===== src/rtl/pipeline_stall_ctrl.sv =====
// Hazard/stall controller: load-use bubbles, branch flush, optional multi-cycle mul/div hold (MULDIV_STALL_EN).
// Latency: control outputs are combinational; MulDiv_busy and Stall_cycles are registered one cycle behind.
// Backpressure: stalls IF/ID via PCWrite/IF2ID_Write; a mul/div op holds EX for MD_LATENCY-1 cycles.
module pipeline_stall_ctrl #(
    parameter int MD_LATENCY = 4
) (
    input  logic        clk,
    input  logic        rst_n,
    input  logic        MemRead_ID2EX,
    input  logic [4:0]  RtAddr_ID2EX,
    input  logic [4:0]  RsAddr_IF2ID,
    input  logic [4:0]  RtAddr_IF2ID,
    input  logic        Branch_taken_ID,
    input  logic        MulDiv_ID2EX,
    output logic        PCWrite,
    output logic        IF2ID_Write,
    output logic        IF2ID_Flush,
    output logic        ID2EX_Bubble,
    output logic        EX_Hold,
    output logic        EX2MEM_Bubble,
    output logic        MulDiv_busy,
    output logic [15:0] Stall_cycles
);

    logic load_use;
    logic md_stall;

    assign load_use = MemRead_ID2EX && (RtAddr_ID2EX != 5'd0) &&
                      ((RtAddr_ID2EX == RsAddr_IF2ID) || (RtAddr_ID2EX == RtAddr_IF2ID));

`ifdef MULDIV_STALL_EN
    typedef enum logic [1:0] {RUN, MD_BUSY, MD_DONE} state_t;

    localparam logic [3:0] MD_LOAD = 4'(MD_LATENCY - 2);

    state_t     state;
    logic [3:0] md_cnt;

    assign md_stall = ((state == RUN) && MulDiv_ID2EX) || (state == MD_BUSY);

    // md_cnt holds the MD_BUSY cycles still to go, counting the current one,
    // so the trigger cycle plus MD_LOAD busy cycles give MD_LATENCY-1 stalls.
    always_ff @(posedge clk) begin
        if (!rst_n) begin
            state       <= RUN;
            md_cnt      <= 4'd0;
            MulDiv_busy <= 1'b0;
        end else begin
            case (state)
                RUN: begin
                    if (MulDiv_ID2EX) begin
                        if (MD_LOAD == 4'd0) begin
                            state       <= MD_DONE;
                            MulDiv_busy <= 1'b0;
                        end else begin
                            state       <= MD_BUSY;
                            md_cnt      <= MD_LOAD;
                            MulDiv_busy <= 1'b1;
                        end
                    end
                end
                MD_BUSY: begin
                    md_cnt <= md_cnt - 4'd1;
                    if (md_cnt <= 4'd1) begin
                        state       <= MD_DONE;
                        MulDiv_busy <= 1'b0;
                    end
                end
                MD_DONE: begin
                    state       <= RUN;
                    MulDiv_busy <= 1'b0;
                end
                default: begin
                    state       <= RUN;
                    MulDiv_busy <= 1'b0;
                end
            endcase
        end
    end
`else
    logic unused_muldiv;

    assign unused_muldiv = MulDiv_ID2EX;
    assign md_stall      = 1'b0;
    assign MulDiv_busy   = 1'b0;
`endif

    // Priority: mul/div hold, then load-use bubble, then branch flush.
    always_comb begin
        PCWrite       = 1'b1;
        IF2ID_Write   = 1'b1;
        IF2ID_Flush   = 1'b0;
        ID2EX_Bubble  = 1'b0;
        EX_Hold       = 1'b0;
        EX2MEM_Bubble = 1'b0;
        if (rst_n) begin
            if (md_stall) begin
                PCWrite       = 1'b0;
                IF2ID_Write   = 1'b0;
                EX_Hold       = 1'b1;
                EX2MEM_Bubble = 1'b1;
            end else if (load_use) begin
                PCWrite      = 1'b0;
                IF2ID_Write  = 1'b0;
                ID2EX_Bubble = 1'b1;
            end else if (Branch_taken_ID) begin
                IF2ID_Flush = 1'b1;
            end
        end
    end

    always_ff @(posedge clk) begin
        if (!rst_n) begin
            Stall_cycles <= 16'd0;
        end else if (!PCWrite && (Stall_cycles != 16'hFFFF)) begin
            Stall_cycles <= Stall_cycles + 16'd1;
        end
    end

endmodule

===== config.mk =====
export PLATFORM = sky130hd
export DESIGN_NAME = pipeline_stall_ctrl
export DESIGN_NICKNAME = d
export VERILOG_FILES = /design/src/rtl/pipeline_stall_ctrl.sv
export SDC_FILE = /design/constraint.sdc
export NUM_CORES = 1
export LEC_CHECK = 0
export BUFFER_PORTS_ARGS = -buffer_cell sky130_fd_sc_hd__buf_2
export CELL_PAD_IN_SITES_DETAIL_PLACEMENT = 0
export CELL_PAD_IN_SITES_GLOBAL_PLACEMENT = 2
export CORE_MARGIN = 2
export CORE_UTILIZATION = 26
export CTS_CLUSTER_DIAMETER = 80
export DETAILED_ROUTE_END_ITERATION = 10
export PLACE_DENSITY = 0.8
export SYNTH_ARGS = -nofsm -noshare
export SYNTH_HDL_FRONTEND = slang
export SYNTH_SLANG_ARGS = --single-unit

===== constraint.sdc =====
create_clock -name clk -period 2.07 [get_ports clk]
set_input_delay 0 -clock clk [delete_from_list [all_inputs] [get_ports clk]]
set_output_delay 0 -clock clk [all_outputs]
set_load 0.1 [all_outputs]

==> run summary <==
status -> finished, final reports clean
slowest CP cell -> or4b_4
vias in the first global route -> 983
DP HPWL -> 2.16 mm
DIE HEIGHT -> 68.3 um
Cell Chain, Critical Path -> ha_4, nand3_1, nor4_1, or4b_4, or4_1, a21oi_1
post_cts resized -> 0
WP data arrival -> 2.07 ns
hold_buf cts -> 0
CTS clk-pin slew, worst paths -> 0.07 ns
Synth Area in Simple Gates -> 33.2%
clock buffer depth -> 2
CP endpoint kind -> flop
Post-synth ARST share -> 0%
Post-synth EDFFs -> 0
pre-CTS setup slack -> 0.198 ns
Mean Syn Cell Area -> 8.02 sq um
NetSw -> 0.208 mW
gpl congestion -> 0.744
Pleak -> 0.547 nW
Ys Warns -> 0
final-report max-slew violation count -> 0
Remaining Overflow, GRT -> 0
Period minus WS final -> 1.89 ns
max-cap violations -> 0
CP Data Required Time -> 2.25 ns
Synth Flop Type -> dfxtp_1
largest net degree at the start of global routing -> 30
Filler cells -> 428
Top Registers -> Stall_cycles: 16 flops
cell family with most CP delay -> simple AND/OR/NAND/NOR gates
worst hold path type -> in2reg
share of the synthesized area in the top cell type -> 29.8%
clock sink total -> 16
total power -> 0.726 mW
Critical Path Source Type -> flop
Mapped Cells -> 134
fmax -> 0.530 GHz
post-synth top area cell -> dfxtp_1
post-synthesis mux area share -> 3.73%
post-DR wirelength/cell -> 12.6 um
Root Driver -> clkbuf_8
n_diodes -> 0
CP peak stage delay -> 0.53 ns
final WL -> 2.78 mm
Mapped Area -> 1070 sq um
Clk Latency, worst-skew pair -> 0.25 ns
Sw Share -> 28.6%
FF+latch count, synth -> 16
top cells by area, synth -> dfxtp_1, xor2_1, or4_1
Reg with most FFs -> Stall_cycles
worst-path maximum fanout -> 6
row count -> 23
Final Cycle Share -> 91.2%
Final Skew -> 0.00497 ns
post-CTS setup buffers -> 0
worst vdd rail ir drop -> 0.247 mV
# nets final -> 192
GRT Util Overall -> 12.8%
via count -> 1106
IO Count -> 43
DR vias/cell -> 5.03
Detailed Routing Iterations Pass 1 -> 4
area of the core -> 4000 sq um
main combinational cell family by area after synthesis -> simple AND/OR/NAND/NOR gates
setup ws final -> 0.183 ns
max reg flops -> 16
adder-cell area share of the yosys netlist -> 1.16%
RSZ-0062 raised after global routing -> false
first-pass GRT wire length -> 4.58 mm
Die Span X -> 68.3 um
Compound-Gate Fraction of Synth Area -> 16.5%
CTS tree -> done
Setup CP Type -> reg2reg
initial antenna violation count -> 0
cell with the most instances after synthesis -> dfxtp_1
register area share after synthesis -> 29.8%
Clock power frac -> 38.8%
IO Port Bufs -> 38
H-tree Lvls -> 1
PwrDens -> 499 nW/um^2
XOR/XNOR share of the synthesized area -> 8.15%
TritonCTS buffer count -> 3
combinational power share -> 18.8%
Iter 0 DRT Violations -> 58
Netlist cell types -> 36
Post-route DRC -> 0
Int Pwr -> 0.518 mW
share of power burned in registers -> 42.4%
share of cells above drive strength 1 -> 40.6%
critical path buffer and inverter count -> 0
Hold Vio Cnt, Final -> 0
die area -> 4660 sq um
Synth top cells by count -> dfxtp_1, a21oi_1, nand2_1, or4_1, xor2_1
area delta synth->final -> 35.2%
initial core utilization -> 26.9%
post-route ant nets -> 0
setup violators final -> 0
per-stage QoR:
step	hold slack (ns)	instances	cell area [sq um]	setup TNS, ns	util [%]
4_1_cts	0.0838	220	1450	0	36.3
2_1_floorplan	0.142	136	1130	-0.887	-
6_report	0.0868	220	1450	0	36.3
3_3_place_gp	0.351	216	1400	0	34.9
3_5_place_dp	0.355	216	1400	0	34.9
5_1_grt	0.112	220	1450	0	36.3
placed cells by master (no fill, tap or decap), types with 2 or more instances in the layout:
cell,synthesis,final
dfxtp_4,0,2
nor2_2,1,2
nand2b_1,4,4
nand4_1,6,6
o31ai_1,9,9
nor3_1,5,4
xor2_1,10,10
nand2_1,10,10
nand3_1,8,8
clkbuf_8,0,4
or4_1,10,10
nor2_1,6,5
dfxtp_2,0,14
o21ai_0,2,2
a21oi_1,10,10
buf_12,0,4
inv_1,4,4
nor4_1,3,3
mux2i_1,4,4
conb_1,1,3
buf_2,1,35
layer usage:
layer | global-route usage (%) | wire length (um)
met5 | 0 | 0
met4 | 3.00 | 10
met3 | 2.80 | 180
met2 | 19.9 | 1260
met1 | 17.9 | 1330
layout make-up:
type                    instances  area (sq um)  area share, %
clock buffers                   4          55.1           3.79
well taps                      50          62.6           4.31
repair buffers                 40           263           18.1
multi-input cells             106           712           49.0
inverters                       4          15.0           1.03
flip-flops and latches         16           345           23.8
logic make-up after synthesis:
kind of cell             Yosys count
AND/OR/NAND/NOR                   61
AO/OA/AOI/OAI                     27
flip-flops                        16
buffers and inverters             14
XOR/XNOR                          10
multiplexers                       4
adder cells (fa/ha/maj)            1
other                              1
path summary, 6_finish.rpt:
kind,start,endpoint,slack [ns],cells past startpoint
min,rst_n,Stall_cycles[4],0.09,2
min reg2reg,Stall_cycles[15],Stall_cycles[15],0.49,2
max reg2reg,Stall_cycles[0],Stall_cycles[8],0.18,6
max,Stall_cycles[0],Stall_cycles[8],0.18,6
power by group through the flow:
stage | registers (mW) | clock network [mW] | logic (mW)
finish | 0.307 | 0.282 | 0.137
global route | 0.307 | 0.309 | 0.146
CTS | 0.307 | 0.292 | 0.138
detailed placement | 0.315 | 0 | 0.138
global placement | 0.314 | 0 | 0.135
floorplan | 0.320 | 0 | 0.0887
No activity file was read; power rests on OpenSTA's default activity.
